$ cat src/rtl/dm_access_unit.sv
// Memory-stage load/store initiator: byte/half/word accesses over a word-wide data port,
// with read-modify-write for sub-word stores. Define DM_ACCESS_TRACE_EN to log every memory write.

module dm_byte_lane (
  input  logic       sel,
  input  logic [7:0] old_b,
  input  logic [7:0] new_b,
  output logic [7:0] out_b
);
  assign out_b = sel ? new_b : old_b;
endmodule

module dm_access_unit #(
  parameter int ADDR_W = 32
) (
  input  logic              clk,
  input  logic              reset,
  input  logic              req_valid_M,
  input  logic              req_write_M,
  input  logic [1:0]        req_size_M,
  input  logic              req_signed_M,
  input  logic [ADDR_W-1:0] req_addr_M,
  input  logic [31:0]       req_wdata_M,
  input  logic [31:0]       req_pc_M,
  output logic              stall_M,
  output logic              done_M,
  output logic              misalign_M,
  output logic [31:0]       load_data_M,
  output logic              mem_we,
  output logic [ADDR_W-1:0] mem_addr,
  output logic [31:0]       mem_wdata,
  input  logic [31:0]       mem_rdata
);
  localparam int NUM_LANES = 4;

  typedef enum logic [2:0] {IDLE, LOAD, RMW_RD, WRITE, RESP} state_t;

  state_t            state, state_nx;
  logic [ADDR_W-1:0] addr_q;
  logic [31:0]       wdata_q;
  logic [1:0]        size_q;
  logic              signed_q;
  logic              write_q;
  logic [31:0]       pc_q;
  logic              mis_q;
  logic [31:0]       load_data_q;

  logic              req_mis;
  logic [NUM_LANES-1:0]      lane_sel;
  logic [NUM_LANES-1:0][7:0] st_aligned;
  logic [NUM_LANES-1:0][7:0] rd_lanes;
  logic [NUM_LANES-1:0][7:0] merged;
  logic [31:0]       rd_shift;
  logic [31:0]       ld_ext;

  // Size 2'b11 behaves as a word everywhere, so size[1] alone marks a word.
  assign req_mis = (req_size_M == 2'b01 && req_addr_M[0]) ||
                   (req_size_M[1] && req_addr_M[1:0] != 2'b00);

  // ---------------- FSM ----------------
  always_ff @(posedge clk or negedge reset) begin
    if (!reset) state <= IDLE;
    else        state <= state_nx;
  end

  always_comb begin
    state_nx = state;
    case (state)
      IDLE: begin
        if (req_valid_M) begin
          if (req_mis)             state_nx = RESP;
          else if (!req_write_M)   state_nx = LOAD;
          else if (req_size_M[1])  state_nx = WRITE;
          else                     state_nx = RMW_RD;
        end
      end
      LOAD:    state_nx = RESP;
      RMW_RD:  state_nx = WRITE;
      WRITE:   state_nx = RESP;
      RESP:    state_nx = IDLE;
      default: state_nx = IDLE;
    endcase
  end

  // ---------------- lane logic ----------------
  always_comb begin
    lane_sel = '0;
    case (size_q)
      2'b00:   lane_sel[addr_q[1:0]] = 1'b1;
      2'b01:   lane_sel = addr_q[1] ? 4'b1100 : 4'b0011;
      default: lane_sel = 4'b1111;
    endcase
  end

  // Replicate store data across lanes; lane_sel picks which copy lands.
  always_comb begin
    st_aligned = '0;
    case (size_q)
      2'b00:   st_aligned = {NUM_LANES{wdata_q[7:0]}};
      2'b01:   st_aligned = {2{wdata_q[15:0]}};
      default: st_aligned = wdata_q;
    endcase
  end

  assign rd_lanes = mem_rdata;

  genvar g;
  generate
    for (g = 0; g < NUM_LANES; g++) begin : g_lane
      dm_byte_lane u_lane (
        .sel   (lane_sel[g]),
        .old_b (rd_lanes[g]),
        .new_b (st_aligned[g]),
        .out_b (merged[g])
      );
    end
  endgenerate

  // Load path: shift the addressed lane down to bit 0, then extend.
  assign rd_shift = mem_rdata >> {addr_q[1:0], 3'b000};

  always_comb begin
    ld_ext = mem_rdata;
    case (size_q)
      2'b00:   ld_ext = {{24{signed_q & rd_shift[7]}},  rd_shift[7:0]};
      2'b01:   ld_ext = {{16{signed_q & rd_shift[15]}}, rd_shift[15:0]};
      default: ld_ext = mem_rdata;
    endcase
  end

  // ---------------- datapath registers ----------------
  always_ff @(posedge clk or negedge reset) begin
    if (!reset) begin
      addr_q      <= '0;
      wdata_q     <= '0;
      size_q      <= '0;
      signed_q    <= 1'b0;
      write_q     <= 1'b0;
      pc_q        <= '0;
      mis_q       <= 1'b0;
      load_data_q <= '0;
    end else begin
      case (state)
        IDLE: begin
          if (req_valid_M) begin
            addr_q      <= req_addr_M;
            wdata_q     <= req_wdata_M;
            size_q      <= req_size_M;
            signed_q    <= req_signed_M;
            write_q     <= req_write_M;
            pc_q        <= req_pc_M;
            mis_q       <= req_mis;
            load_data_q <= '0;
          end
        end
        LOAD:    load_data_q <= ld_ext;
        RMW_RD:  wdata_q     <= merged;
        default: ;
      endcase
    end
  end

  // ---------------- outputs ----------------
  assign stall_M     = req_valid_M && (state != RESP);
  assign done_M      = (state == RESP);
  assign misalign_M  = (state == RESP) && mis_q;
  assign load_data_M = load_data_q;
  assign mem_we      = (state == WRITE);
  assign mem_addr    = {addr_q[ADDR_W-1:2], 2'b00};
  assign mem_wdata   = wdata_q;

  // write_q and pc_q are kept for trace/debug visibility only.
  logic unused_q;
  assign unused_q = ^{write_q, pc_q};

`ifdef DM_ACCESS_TRACE_EN
  always @(posedge clk) begin
    if (reset && state == WRITE)
      $display("%d@%h: *%h <= %h", $time, pc_q, mem_addr, mem_wdata);
  end
`else
  // Trace disabled: no simulation output.
`endif

endmodule

$ cat config.mk
export PLATFORM = sky130hd
export DESIGN_NAME = dm_access_unit
export DESIGN_NICKNAME = d
export VERILOG_FILES = /design/src/rtl/dm_access_unit.sv
export SDC_FILE = /design/constraint.sdc
export NUM_CORES = 1
export LEC_CHECK = 0
export ABC_AREA = 1
export BUFFER_PORTS_ARGS = -buffer_cell sky130_fd_sc_hd__buf_2
export CAP_MARGIN = 15
export CORE_ASPECT_RATIO = 0.7
export CORE_MARGIN = 2
export CORE_UTILIZATION = 30
export CTS_BUF_LIST = sky130_fd_sc_hd__clkbuf_8 sky130_fd_sc_hd__clkbuf_16
export DETAILED_ROUTE_END_ITERATION = 7
export HOLD_SLACK_MARGIN = 0.08
export PLACE_DENSITY = 0.57
export SLEW_MARGIN = 20
export SYNTH_ARGS = -nofsm -noshare
export SYNTH_HDL_FRONTEND = slang
export SYNTH_SLANG_ARGS = --single-unit
$ cat constraint.sdc
create_clock -name clk -period 1.5 [get_ports clk]
set_input_delay 0 -clock clk [delete_from_list [all_inputs] [get_ports clk]]
set_output_delay 0 -clock clk [all_outputs]
set_load 0.01 [all_outputs]
==> results by group <==
Setup path
  • Startpoint types: flop
  • CP Capture Type: primary output
  • Worst path required time: 1500 ps
  • Flop-to-flop setup slack: 40 ps
  • Crit path arrival time: 1480 ps
  • Setup CP Type: flop to primary output
  • CP max FO: 6

Floorplanning
  • # IOs: 235
  • Core Box Area: 18900 um^2
  • Initial Util: 0.307
  • Num rows: between 40 and 50
  • Die footprint: 20500 um^2
  • Die Y: 120 um
  • Width of the die: 170 um

Clock network
  • Worst-Skew Late Latency: 360 ps
  • Total CTS buffers: 9
  • Max Buffers Root-to-Sink: 2
  • CTS tree: done
  • H-tree depth: 3
  • CTS root buf: clkbuf_16
  • Sinks on Clock Net: 103
  • Clock-pin slew on the worst setup and hold paths: 70 ps

Power and ir drop
  • Combinational Power Share: 0.538
  • Internal Power: 8.88 mW
  • Worst vdd ir: 824 uV
  • Sw Share: 0.451
  • P_leak: 4.73 nW
  • Pwr per Cell Area: 1920 nW/um^2
  • Seq pwr share: 0.300
  • Clock power share: 0.162
  • Psw: 7.28 mW

Final layout
  • Layout cells sized above 1: 0.255
  • P&R area growth vs syn: 44.7%
  • Nets@finish: 1257

Placement
  • DP Worst Slack: -27.2 ps
  • RD Place Congestion: 0.889
  • Port bufs: 200
  • Detailed Place HPWL: 14800 um

Synth
  • Syn Area/Cell: between 6 and 7 um^2
  • Distinct cells, synth: 29
  • Post-synthesis cell area: a little under 6000 um^2
  • Post-synthesis sequential area ratio: 0.444
  • Seq cells post-synth: between 100 and 150
  • Syn Inst Count: 847
  • Warnings from Yosys: 0

Timing
  • Post-route worst setup slack: 23.4 ps
  • Fmax: just under 700 MHz
  • Layout Skew: 16.0 ps
  • RSZ-0062 raised after global routing: yes
  • Final setup fails: 0
  • Post-route minimum period: 1480 ps
  • Crit share post-route: 0.984
  • Fin. Hold Viols: 0
  • Hold slack: 64.0 ps
  • Final setup TNS: 0 ps
  • Final max-slew violation count: 0

Global route
  • Most Crowded Layer GR: met2
  • Grt ovf: 0
  • Gr usage total: 0.200
  • Met1 usage: 0.282
  • Largest net degree at the start of global routing: between 50 and 60
  • Via count of the first global-routing pass: 6095
  • Antenna violations before repair: 1
  • GRT met2 Usage: 0.311
  • GRT met3 Usage: 0.0432
  • First-pass GRT wire length: 31700 um

Drt
  • Routed WL: 20500 um
  • DR pass1 iterations: 5
  • Post-DRT Antenna Nets: 0
  • Avg WL per Cell: ~15 um
  • Via density: 4.53
  • DR vias: slightly above 6000
  • Remaining DRCs: 0
  • Starting DRT DRC Count: 415

Flow run
  • Max_cap viols: 0

Hold path
  • Worst hold path type: input pin to async pin

Run status
  • Status: completed
-- worst paths after layout --
path | from | endpoint | depth (start not counted)
min in group clk | mem_rdata[19] | load_data_M[19] | 5
min | reset | mem_wdata[27] | 2
max | state[1] | misalign_M | 3
max reg2reg | state[0] | mem_wdata[19] | 9
min reg2reg | load_data_M[8] | load_data_M[8] | 2
max in group asynchronous | reset | load_data_M[8] | 3
-- power groups by stage --
stage	clock, mW	sequential [mW]	combinational, mW
2_1_floorplan	0	4.98	5.23
3_3_place_gp	0	4.86	8.12
3_5_place_dp	0	4.82	8.22
4_1_cts	2.70	4.82	8.46
5_1_grt	2.81	5.01	9.75
6_report	2.62	4.84	8.70
-- worst max-delay path: stages (launching register included) --
cell and delay [ps]:
dfrtp_1 450, nor3_1 370, and2_1 180, buf_2 130
-- synth_stat cells --
cell | instances | area, um^2
o21ai_2 | 1 | 8.76
dfrtp_1 | 103 | 2580
clkbuf_1 | 9 | 33.8
nand3_2 | 1 | 10.0
conb_1 | 1 | 3.75
and2_1 | 1 | 6.26
nor2_4 | 1 | 11.3
a21oi_4 | 2 | 32.5
nor3_1 | 1 | 5.00
nor3b_1 | 1 | 7.51
o21a_1 | 1 | 7.51
nand3_1 | 60 | 300
buf_1 | 1 | 3.75
nor2_1 | 52 | 195
nand2_1 | 400 | 1500
inv_1 | 59 | 221
nand2_4 | 1 | 11.3
nor2_2 | 2 | 12.5
buf_4 | 39 | 293
o211ai_1 | 2 | 15.0
a21oi_1 | 37 | 185
nand2_2 | 5 | 31.3
nor2b_1 | 4 | 25.0
buf_6 | 1 | 11.3
o21ai_1 | 4 | 20.0
clkinv_1 | 1 | 3.75
inv_2 | 7 | 26.3
o21ai_0 | 32 | 160
buf_2 | 18 | 90.1
-- sequential cells by signal, indices dropped and copies added (netlist names) --
signal	flops
mis_q	1
addr_q	32
state	3
mem_wdata	32
size_q	2
signed_q	1
load_data_M	32
-- routing by layer --
| metal | part of all wire | vias to the layer above | routed length [um] |
|---|---|---|---|
| met2 | 0.44 | 249 | 8950 |
| li1 | - | 3125 | - |
| met3 | 0.076 | 22 | 1560 |
| met4 | 0.017 | 0 | 341 |
| met1 | 0.47 | 2815 | 9660 |
| met5 | 0 | - | 0 |
-- timing repair --
| item | in CTS | in global routing |
|---|---|---|
| hold buffers | 93 | 0 |
| buffers inserted | 0 | 1 |
| endpoints found under the hold margin | 191 | 0 |
| cloned | 0 | 2 |
| resized for setup | 5 | 26 |
| setup endpoints to repair | 49 | 87 |
-- final cells by class --
type / count / area (um^2)
fillers: 1942 / 10500
multi-input cells: 610 / 2600
repair buffers: 330 / 2330
diodes: 1 / 2.50
clock inverters: 7 / 103
well taps: 242 / 303
clock buffers: 9 / 225
inverters: 67 / 262
repair inverters: 1 / 8.76
flip-flops and latches: 103 / 2580
-- cells by family (layout without fill, tap and decap cells) --
family,count (synthesis),after routing,synth area share
flops,103,103,0.444
buf+inv,135,414,0.118
other cells,1,3,0.000645
simple gates,529,529,0.364
compound gates,79,79,0.0739
-- stage by stage --
stage	util	cell area [um^2]	std cells	power (mW)
floorplan	-	5810	848	10.2
global placement	0.373	7060	1258	13.0
detailed placement	0.373	7060	1258	13.0
CTS	0.441	8330	1367	16.0
global route	0.445	8410	1370	17.6
finish	0.445	8410	1370	16.2
-- cell usage in the layout (no fill, tap or decap), types with 4 or more instances in the layout --
| cell | n |
|---|---|
| nand2_1 | 394 |
| o21ai_1 | 5 |
| nand2_2 | 10 |
| inv_6 | 4 |
| dfrtp_1 | 101 |
| nand3_1 | 60 |
| dlygate4sd3_1 | 92 |
| buf_2 | 199 |
| nor2b_1 | 4 |
| inv_1 | 58 |
| clkbuf_16 | 9 |
| buf_12 | 8 |
| buf_4 | 26 |
| o21ai_0 | 31 |
| buf_6 | 5 |
| nor2_1 | 51 |
| inv_2 | 7 |
| a21oi_1 | 36 |
Power figures use the tool's default switching activity.
